### src/rtl/aespim_ghash32.sv
// Horner GHASH over 32-bit words using an external GF(2^32) multiplier; one word per 2 cycles,
// tag valid 2 cycles after the last word; ready drops in MUL/OUT and the tag holds until tag_ready_i.
module aespim_ghash32 (
  input  logic        clk_i,
  input  logic        rst_i,
  input  logic        key_valid_i,
  input  logic [31:0] key_i,
  output logic        key_ready_o,
  input  logic        msg_valid_i,
  input  logic [31:0] msg_data_i,
  input  logic        msg_last_i,
  output logic        msg_ready_o,
  output logic        tag_valid_o,
  output logic [31:0] tag_o,
  input  logic        tag_ready_i,
  input  logic        abort_i,
  output logic [31:0] gmul_a_o,
  output logic [31:0] gmul_b_o,
  output logic [1:0]  gmul_s_o,
  input  logic [31:0] gmul_c0_i,
  output logic        busy_o
);

  typedef enum logic [1:0] {
    ST_IDLE  = 2'd0,
    ST_READY = 2'd1,
    ST_MUL   = 2'd2,
    ST_OUT   = 2'd3
  } state_t;

  state_t      state;
  logic [31:0] h;
  logic [31:0] acc;
  logic [31:0] x;
  logic        last_q;

  logic st_idle, st_ready, st_mul, st_out;

  assign st_idle  = (state == ST_IDLE);
  assign st_ready = (state == ST_READY);
  assign st_mul   = (state == ST_MUL);
  assign st_out   = (state == ST_OUT);

  // IDLE is the reset state but still advertises key_ready, so gate it with rst_i
  // to keep every output at 0 while reset is held.
  assign key_ready_o = !rst_i && (st_idle || st_ready);
  assign msg_ready_o = st_ready && !key_valid_i;
  assign tag_valid_o = st_out;
  assign tag_o       = st_out ? acc : 32'd0;
  assign busy_o      = st_mul || st_out;

  assign gmul_a_o = st_mul ? x : 32'd0;
  assign gmul_b_o = st_mul ? h : 32'd0;
  assign gmul_s_o = 2'b00;

  always_ff @(posedge clk_i or posedge rst_i) begin
    if (rst_i) begin
      state  <= ST_IDLE;
      h      <= 32'd0;
      acc    <= 32'd0;
      x      <= 32'd0;
      last_q <= 1'b0;
    end else if (abort_i) begin
      // Abort discards the message but keeps the key; IDLE means no key yet.
      acc   <= 32'd0;
      state <= st_idle ? ST_IDLE : ST_READY;
    end else begin
      unique case (state)
        ST_IDLE: begin
          if (key_valid_i) begin
            h     <= key_i;
            acc   <= 32'd0;
            state <= ST_READY;
          end
        end
        ST_READY: begin
          if (key_valid_i) begin
            h   <= key_i;
            acc <= 32'd0;
          end else if (msg_valid_i) begin
            x      <= acc ^ msg_data_i;
            last_q <= msg_last_i;
            state  <= ST_MUL;
          end
        end
        ST_MUL: begin
          acc   <= gmul_c0_i;
          state <= last_q ? ST_OUT : ST_READY;
        end
        ST_OUT: begin
          if (tag_ready_i) begin
            acc   <= 32'd0;
            state <= ST_READY;
          end
        end
        default: state <= ST_IDLE;
      endcase
    end
  end

endmodule

### config.mk
export PLATFORM = sky130hd
export DESIGN_NAME = aespim_ghash32
export DESIGN_NICKNAME = d
export VERILOG_FILES = /design/src/rtl/aespim_ghash32.sv
export SDC_FILE = /design/constraint.sdc
export NUM_CORES = 1
export LEC_CHECK = 0
export BUFFER_PORTS_ARGS = -buffer_cell sky130_fd_sc_hd__buf_4
export CAP_MARGIN = 10
export CORE_MARGIN = 2
export CORE_UTILIZATION = 35
export DETAILED_ROUTE_END_ITERATION = 16
export MAX_ROUTING_LAYER = met4
export PLACE_DENSITY_LB_ADDON = 0.25
export SKIP_CTS_REPAIR_TIMING = 1
export SLEW_MARGIN = 10
export SYNTH_ARGS = -nofsm -noshare
export SYNTH_HDL_FRONTEND = slang
export SYNTH_SLANG_ARGS = --single-unit
### constraint.sdc
create_clock -name clk_i -period 3.45 [get_ports clk_i]
set_input_delay 0.345 -clock clk_i [delete_from_list [all_inputs] [get_ports clk_i]]
set_output_delay 0.345 -clock clk_i [all_outputs]
set_load 0.05 [all_outputs]
==> results of run 1 <==
[power by group through the flow]
stage	Sequential (mW)	Clock, mW	Combinational (mW)
6_report	1.78	0.918	1.71
3_5_place_dp	1.80	0	1.73
2_1_floorplan	1.73	0	1.25
4_1_cts	1.78	0.953	1.74
3_3_place_gp	1.77	0	1.69
5_1_grt	1.83	0.995	1.87
[area by class of cell]
| type | instances | area share |
|---|---|---|
| Clock inverter | 3 | 0.002235 |
| Inverter | 5 | 0.003166 |
| Sequential cell | 99 | 0.3688 |
| Multi-Input combinational cell | 346 | 0.3218 |
| Tap cell | 176 | 0.03278 |
| Clock buffer | 11 | 0.03762 |
| Timing Repair Buffer | 209 | 0.2336 |
[how the worst max path moves through the flow]
stage | startpoint | end | slack (ps) | cells past startpoint
3_3_place_gp | state[0] | acc[31] | 1150 | 6
6_report | state[0] | gmul_a_o[8] | 890 | 4
5_1_grt | state[0] | gmul_a_o[8] | 680 | 4
2_1_floorplan | rst_i | acc[0] | 510 | 1
3_5_place_dp | state[0] | acc[28] | 990 | 6
4_1_cts | state[0] | gmul_a_o[8] | 790 | 4
[routing by layer]
metal	part of all wire	global-route usage	routed length (um)
met1	0.43	0.2192	5229
met2	0.47	0.2739	5661
met3	0.085	0.04605	1036
met4	0.016	0.06466	197
met5	0	-	0
[metrics by stage]
stage               instances  area (um2)  hold WS [ps]  power [mW]
floorplan                 483        4808         448.9       2.988
global placement          835        6450         459.4       3.457
detailed placement        835        6450         468.4       3.536
CTS                       849        6718         142.7       4.473
global route              849        6718         177.2       4.696
finish                    849        6718         94.05       4.399
[state kept, by name, indices dropped and copies added, names as in the netlist]
name and flops:
acc 32, h 32, state 2, x 32
last_q 1
[synthesized netlist by cell type (2+ instances only)]
cell	n	area (um2)
dfrtp_1	99	2477
buf_4	8	60.06
mux2_1	32	360.4
and2_1	96	600.6
a21oi_1	33	165.2
clkbuf_1	13	48.80
xnor2_1	32	280.3
inv_1	4	15.01
buf_2	12	60.06
nand2b_1	3	18.77
nand2_1	64	240.2
o21ai_1	32	160.2
mux2_2	2	22.52
ha_1	5	62.56
nor2_1	34	127.6
[cells by family (layout without fill, tap and decap cells)]
logic type                 count (synthesis)  count (layout)  synth area share
AOI/OAI and AO/OA                         69              69           0.07474
buffers and inverters                     38             228           0.03906
other                                      1               2         0.0007805
adders and majority gates                  5               5           0.01302
xor gates and xnor gates                  32              32           0.05833
muxes                                     35              35           0.08177
and+or+nand+nor                          203             203            0.2167
DFF                                       99              99            0.5156
==> flow_results.xml, run 1 <==
<?xml version="1.0" encoding="UTF-8"?>
<metrics>
  <group name="run_status">
    <metric name="outcome" unit="">complete, no violations</metric>
  </group>
  <group name="timing">
    <metric name="layout_min_cycle_time" unit="ps">2556</metric>
    <metric name="worst_setup_slack_final" unit="ps">894.4</metric>
    <metric name="timing.slew.headroom" unit="">0.3639</metric>
    <metric name="worst_clock_skew" unit="ps">5.545</metric>
    <metric name="period_share" unit="">0.7407</metric>
    <metric name="slew_viol_final" unit="">0</metric>
    <metric name="highest_achievable_clock_rate" unit="MHz">391.3</metric>
    <metric name="count_of_endpoints_failing_setup_in_the_final_report" unit="">0</metric>
    <metric name="hold_violations" unit="">0</metric>
    <metric name="grt_setup_unrepaired" unit="">no</metric>
    <metric name="tightestPinTransition" unit="ps">954.1</metric>
    <metric name="accumulated_negative_setup_slack" unit="ps">0</metric>
  </group>
  <group name="route">
    <metric name="wl_per_cell" unit="um">14.28</metric>
    <metric name="detail-route-antenna-nets" unit="">0</metric>
    <metric name="drt_first_pass_iters" unit="">4</metric>
    <metric name="totalWireLength" unit="um">12120</metric>
    <metric name="vias_per_cell" unit="">4.510</metric>
    <metric name="num_vias" unit="">3829</metric>
    <metric name="drc" unit="">0</metric>
    <metric name="first_iter_violations" unit="">135</metric>
  </group>
  <group name="critical_path">
    <metric name="crit_path_max_fanout" unit="">67</metric>
    <metric name="critPathRequiredTime" unit="ps">3110</metric>
    <metric name="largest_delay_share_family_worst_path" unit="">adder cells</metric>
    <metric name="criticalPathCategory" unit="">reg -&gt; out</metric>
    <metric name="start_kind" unit="">flip-flop</metric>
    <metric name="worstRegToRegCells" unit="">6</metric>
    <metric name="critical_path.reg2reg.startpoint" unit="">state[0]</metric>
    <metric name="cp_num_buf_inv" unit="">2</metric>
    <metric name="r2r_slack" unit="ps">1110</metric>
    <metric name="path_cells" unit="">inv_1, ha_2, and2_1, buf_4</metric>
    <metric name="timing.critical_path.to_type" unit="">primary output</metric>
    <metric name="arrival" unit="ps">2210</metric>
    <metric name="crit-reg2reg-capture" unit="">acc[28]</metric>
    <metric name="slowest_stage" unit="">ha_2</metric>
    <metric name="critical_path.max_stage_delay" unit="ps">830</metric>
  </group>
  <group name="finish">
    <metric name="multi_input_comb_area" unit="um2">2162</metric>
    <metric name="commonest_cells_after_routing_fill_and_taps_aside" unit="">buf_4, dfrtp_1, and2_1</metric>
    <metric name="n_fill_cell" unit="">1307</metric>
    <metric name="total_number_of_nets_in_the_final_design" unit="">778</metric>
    <metric name="antenna_cells_inserted" unit="">0</metric>
    <metric name="layout.cells.most_common" unit="">buf_4</metric>
    <metric name="layout.area.seq" unit="um2">2477</metric>
    <metric name="areaGrowthSynthToFinish" unit="%">39.82</metric>
    <metric name="final_layout_size_suffix_gt1_frac" unit="">0.3462</metric>
    <metric name="post-route-util" unit="">0.5033</metric>
  </group>
  <group name="run">
    <metric name="drv_cap" unit="">0</metric>
  </group>
  <group name="pwr">
    <metric name="internal_power" unit="mW">2.740</metric>
    <metric name="powerDensity" unit="nW/um2">654.8</metric>
    <metric name="p_switching" unit="mW">1.659</metric>
    <metric name="seq_power_share" unit="">0.404</metric>
    <metric name="power.share.switching" unit="">0.3772</metric>
    <metric name="p_clk_frac" unit="">0.209</metric>
    <metric name="max-vdd-ir-drop" unit="uV">210.0</metric>
    <metric name="p_leak" unit="nW">3.206</metric>
    <metric name="comb_power_share" unit="">0.388</metric>
  </group>
  <group name="clock_network">
    <metric name="clkTransAtPathRegs" unit="ps">60</metric>
    <metric name="cts_root_buffer" unit="">clkbuf_16</metric>
    <metric name="tritoncts_num_sinks" unit="">99</metric>
    <metric name="clk-insertion-delay-late" unit="ps">340</metric>
    <metric name="ctsHtreeMaxLevel" unit="">3</metric>
    <metric name="max-clock-path-buffers" unit="">2</metric>
    <metric name="cts_inserted_buffers" unit="">9</metric>
    <metric name="clock_tree_from_tritoncts" unit="">yes</metric>
  </group>
  <group name="synthesis">
    <metric name="synth_cells" unit="">482</metric>
    <metric name="synth.yosys.seq_area_share" unit="">0.5156</metric>
    <metric name="yosys_register_bits" unit="">99</metric>
    <metric name="netlist_cell_types" unit="">28</metric>
    <metric name="ys_dominant_reg_cell" unit="">dfrtp_1</metric>
    <metric name="yosysWarningCount" unit="">0</metric>
    <metric name="async_flop_share" unit="">1.000</metric>
    <metric name="edff_count_synth" unit="">0</metric>
    <metric name="syn_area_per_cell" unit="um2">9.968</metric>
    <metric name="mappedNetlistArea" unit="um2">4805</metric>
  </group>
  <group name="grt">
    <metric name="grt_pass1_vias" unit="">3942</metric>
    <metric name="globalRoute.totalOverflow" unit="">0</metric>
    <metric name="grtUsageTotal" unit="">0.1750</metric>
    <metric name="grt_start_max_net_pins" unit="">68</metric>
    <metric name="antenna_violations_before_repair" unit="">0</metric>
    <metric name="wire_length_of_the_first_global_routing_pass" unit="um">19260</metric>
  </group>
  <group name="placed_design">
    <metric name="io_buffer_count" unit="">202</metric>
    <metric name="place_hpwl" unit="um">8854</metric>
    <metric name="place_congestion" unit="">0.7490</metric>
    <metric name="post-place-ws" unit="ps">986.3</metric>
  </group>
  <group name="floorplan">
    <metric name="die_outline_height" unit="um">121.2</metric>
    <metric name="initial_core_util" unit="">0.3600</metric>
    <metric name="core" unit="um2">13350</metric>
    <metric name="top_level_ports" unit="">205</metric>
    <metric name="design.die.area" unit="um2">14680</metric>
    <metric name="die_w" unit="um">121.2</metric>
    <metric name="number_of_standard_cell_rows_in_the_floorplan" unit="">42</metric>
  </group>
  <group name="hold_path">
    <metric name="type_of_the_most_critical_hold_path" unit="">in -&gt; async</metric>
  </group>
</metrics>
Note: power is estimated with default switching activity, not from simulation.
==> run 2, diff against run 1 <==
ABC_AREA = 1   (was unset)
clock period = 2.2 ns   (was 3.45 ns; I/O delays follow)
==> run 2 against run 1 <==
Against the previous run: setup slack got worse by 640 ps; largest power group unchanged; clock power rose by 88%; sequential cell count did not move; routed wire length rose by 4.0%; design area rose by 5.1%.
==> flow_results.xml, run 2 <==
<?xml version="1.0" encoding="UTF-8"?>
<metrics>
  <group name="grt">
    <metric name="globalRoute.totalOverflow" unit="">0</metric>
    <metric name="grt_start_max_net_pins" unit="">100</metric>
    <metric name="grtUsageTotal" unit="">0.1715</metric>
    <metric name="wire_length_of_the_first_global_routing_pass" unit="um">19690</metric>
    <metric name="grt_pass1_vias" unit="">4057</metric>
    <metric name="antenna_violations_before_repair" unit="">0</metric>
  </group>
  <group name="floorplan">
    <metric name="die_w" unit="um">123.5</metric>
    <metric name="number_of_standard_cell_rows_in_the_floorplan" unit="">43</metric>
    <metric name="design.die.area" unit="um2">15240</metric>
    <metric name="initial_core_util" unit="">0.3584</metric>
    <metric name="top_level_ports" unit="">205</metric>
    <metric name="core" unit="um2">13930</metric>
    <metric name="die_outline_height" unit="um">123.5</metric>
  </group>
  <group name="synthesis">
    <metric name="syn_area_per_cell" unit="um2">7.500</metric>
    <metric name="yosysWarningCount" unit="">0</metric>
    <metric name="mappedNetlistArea" unit="um2">4995</metric>
    <metric name="synth_top_area_share" unit="">0.4960</metric>
    <metric name="synth_top_cells_by_count" unit="">nand2_1, inv_1, dfrtp_1</metric>
    <metric name="netlist_cell_types" unit="">21</metric>
    <metric name="edff_count_synth" unit="">0</metric>
    <metric name="yosys_register_bits" unit="">99</metric>
    <metric name="ys_dominant_reg_cell" unit="">dfrtp_1</metric>
    <metric name="synth_top_cell_by_area" unit="">dfrtp_1</metric>
    <metric name="synth.yosys.seq_area_share" unit="">0.4960</metric>
    <metric name="synth_cells" unit="">666</metric>
    <metric name="yosys-top-cells-area" unit="">dfrtp_1, nand2_1, inv_1, o21ai_1, xnor2_1</metric>
    <metric name="async_flop_share" unit="">1.000</metric>
    <metric name="yosys.cell_count.top_type" unit="">nand2_1</metric>
  </group>
  <group name="placed_design">
    <metric name="post-place-ws" unit="ps">485.1</metric>
    <metric name="place_congestion" unit="">0.7490</metric>
    <metric name="io_buffer_count" unit="">202</metric>
    <metric name="place_hpwl" unit="um">8971</metric>
  </group>
  <group name="clock_network">
    <metric name="ctsHtreeMaxLevel" unit="">3</metric>
    <metric name="tritoncts_num_sinks" unit="">99</metric>
    <metric name="max-clock-path-buffers" unit="">2</metric>
    <metric name="clock_tree_from_tritoncts" unit="">yes</metric>
    <metric name="clk-insertion-delay-late" unit="ps">350</metric>
    <metric name="cts_root_buffer" unit="">clkbuf_16</metric>
    <metric name="cts_inserted_buffers" unit="">9</metric>
    <metric name="clkTransAtPathRegs" unit="ps">70</metric>
  </group>
  <group name="route">
    <metric name="drt_first_pass_iters" unit="">4</metric>
    <metric name="drc" unit="">0</metric>
    <metric name="totalWireLength" unit="um">12610</metric>
    <metric name="vias_per_cell" unit="">4.238</metric>
    <metric name="first_iter_violations" unit="">194</metric>
    <metric name="detail-route-antenna-nets" unit="">0</metric>
    <metric name="num_vias" unit="">4416</metric>
    <metric name="wl_per_cell" unit="um">12.10</metric>
  </group>
  <group name="critical_path">
    <metric name="critPathRequiredTime" unit="ps">1980</metric>
    <metric name="cp_num_buf_inv" unit="">4</metric>
    <metric name="timing.critical_path.mode_cell" unit="">inv_1</metric>
    <metric name="path_depth" unit="">6</metric>
    <metric name="critical_path.max_stage_delay" unit="ps">430</metric>
    <metric name="timing.critical_path.to_type" unit="">primary output</metric>
    <metric name="slowest_stage" unit="">dfrtp_1</metric>
    <metric name="crit_path_max_fanout" unit="">30</metric>
    <metric name="worstRegToRegCells" unit="">7</metric>
    <metric name="largest_delay_share_family_worst_path" unit="">buffers and inverters</metric>
    <metric name="path_cells" unit="">inv_1, ha_4, buf_12, nand2_1, inv_1, buf_4</metric>
    <metric name="criticalPathCategory" unit="">reg -&gt; out</metric>
    <metric name="start_kind" unit="">flip-flop</metric>
    <metric name="arrival" unit="ps">1730</metric>
  </group>
  <group name="timing">
    <metric name="accumulated_negative_setup_slack" unit="ps">0</metric>
    <metric name="layout_min_cycle_time" unit="ps">1948</metric>
    <metric name="timing.slew.headroom" unit="">0.6428</metric>
    <metric name="tightestPinTransition" unit="ps">535.8</metric>
    <metric name="worst_clock_skew" unit="ps">3.537</metric>
    <metric name="fin_worst_hold_slack" unit="ps">23.51</metric>
    <metric name="highest_achievable_clock_rate" unit="MHz">513.3</metric>
    <metric name="count_of_endpoints_failing_setup_in_the_final_report" unit="">0</metric>
    <metric name="slew_viol_final" unit="">0</metric>
    <metric name="period_share" unit="">0.8855</metric>
    <metric name="hold_violations" unit="">0</metric>
    <metric name="grt_setup_unrepaired" unit="">no</metric>
    <metric name="worst_setup_slack_final" unit="ps">252.0</metric>
  </group>
  <group name="run_status">
    <metric name="outcome" unit="">complete, no violations</metric>
  </group>
  <group name="pwr">
    <metric name="internal_power" unit="mW">4.388</metric>
    <metric name="p_leak" unit="nW">4.305</metric>
    <metric name="powerDensity" unit="nW/um2">993.6</metric>
    <metric name="power.share.switching" unit="">0.3746</metric>
    <metric name="max-vdd-ir-drop" unit="uV">451.5</metric>
    <metric name="seq_power_share" unit="">0.402</metric>
    <metric name="comb_power_share" unit="">0.351</metric>
    <metric name="p_clk_frac" unit="">0.247</metric>
    <metric name="finalPower" unit="mW">7.016</metric>
    <metric name="p_switching" unit="mW">2.629</metric>
  </group>
  <group name="finish">
    <metric name="n_fill_cell" unit="">1412</metric>
    <metric name="final_layout_size_suffix_gt1_frac" unit="">0.2773</metric>
    <metric name="layout.cells.most_common" unit="">nand2_1</metric>
    <metric name="antenna_cells_inserted" unit="">0</metric>
    <metric name="total_number_of_nets_in_the_final_design" unit="">965</metric>
    <metric name="areaGrowthSynthToFinish" unit="%">41.38</metric>
    <metric name="commonest_cells_after_routing_fill_and_taps_aside" unit="">nand2_1, buf_4, inv_1</metric>
    <metric name="layout_top_registers" unit="">acc x32, h x32, x x32</metric>
  </group>
  <group name="run">
    <metric name="drv_cap" unit="">0</metric>
  </group>
  <group name="hold_path">
    <metric name="type_of_the_most_critical_hold_path" unit="">in -&gt; async</metric>
  </group>
</metrics>
run 2: cell count changes after synthesis, moves of 4 or more:
| cell | delta |
|---|---|
| o21ai_0 | +33 |
| and2_1 | -96 |
| a21oi_1 | -31 |
| o21ai_1 | +32 |
| buf_2 | +4 |
| inv_1 | +132 |
| nand2_1 | +179 |
| nor2_1 | -25 |
| mux2_1 | -32 |
run 2: through the flow:
| stage | instance area (um2) | util | instances |
|---|---|---|---|
| 6_report | 7062 | 0.5068 | 1042 |
| 3_5_place_dp | 6724 | 0.4825 | 1026 |
| 3_3_place_gp | 6724 | 0.4825 | 1026 |
| 5_1_grt | 7062 | 0.5068 | 1042 |
| 2_1_floorplan | 5002 | - | 667 |
| 4_1_cts | 7052 | 0.5061 | 1042 |
run 2: final timing paths:
check	start	to	slack (ps)
max in group asynchronous	rst_i	acc[26]	1760
setup / recovery	state[0]	gmul_a_o[3]	250
hold / removal	rst_i	h[19]	20
setup reg to reg	state[0]	acc[24]	490
hold reg to reg	last_q	last_q	470
min in group clk_i	msg_last_i	last_q	90
run 2: per-layer routing:
layer	GRT usage	vias up	wire [um]
met3	0.04797	10	1079
li1	-	2329	-
met5	-	-	0
met1	0.2240	1925	5823
met2	0.2548	152	5520
met4	0.06179	0	184
run 2: kinds of logic after synthesis:
group                      share of synthesized area
xor gates and xnor gates                     0.05611
adders and majority gates                    0.01253
and+or+nand+nor                               0.1961
DFF                                           0.4960
buffers and inverters                         0.1393
other                                      0.0007508
AOI/OAI and AO/OA                            0.09920
run 2: layout make-up:
| cell class | instances | area [um2] | share of cell area |
|---|---|---|---|
| Timing Repair Buffer | 214 | 1669 | 0.2364 |
| Multi-Input combinational cell | 395 | 1841 | 0.2606 |
| Clock buffer | 11 | 252.7 | 0.03579 |
| Sequential cell | 99 | 2477 | 0.3508 |
| Inverter | 138 | 521.8 | 0.07388 |
| Clock inverter | 5 | 75.07 | 0.01063 |
| Tap cell | 180 | 225.2 | 0.03189 |
run 2: power by group through the flow:
stage,clock network [mW],registers [mW],logic [mW]
2_1_floorplan,0,2.75,1.76
3_3_place_gp,0,2.83,2.46
3_5_place_dp,0,2.84,2.49
4_1_cts,1.78,2.82,2.50
5_1_grt,1.84,2.91,2.75
6_report,1.73,2.82,2.46
run 2: worst reg2reg max path, delay by kind of cell, from the launching register on:
kind	cells	cell delay (ps)
compound gates	1	90
simple gates	3	350
fa+ha+maj	1	220
flops	1	420
buf+inv	2	550
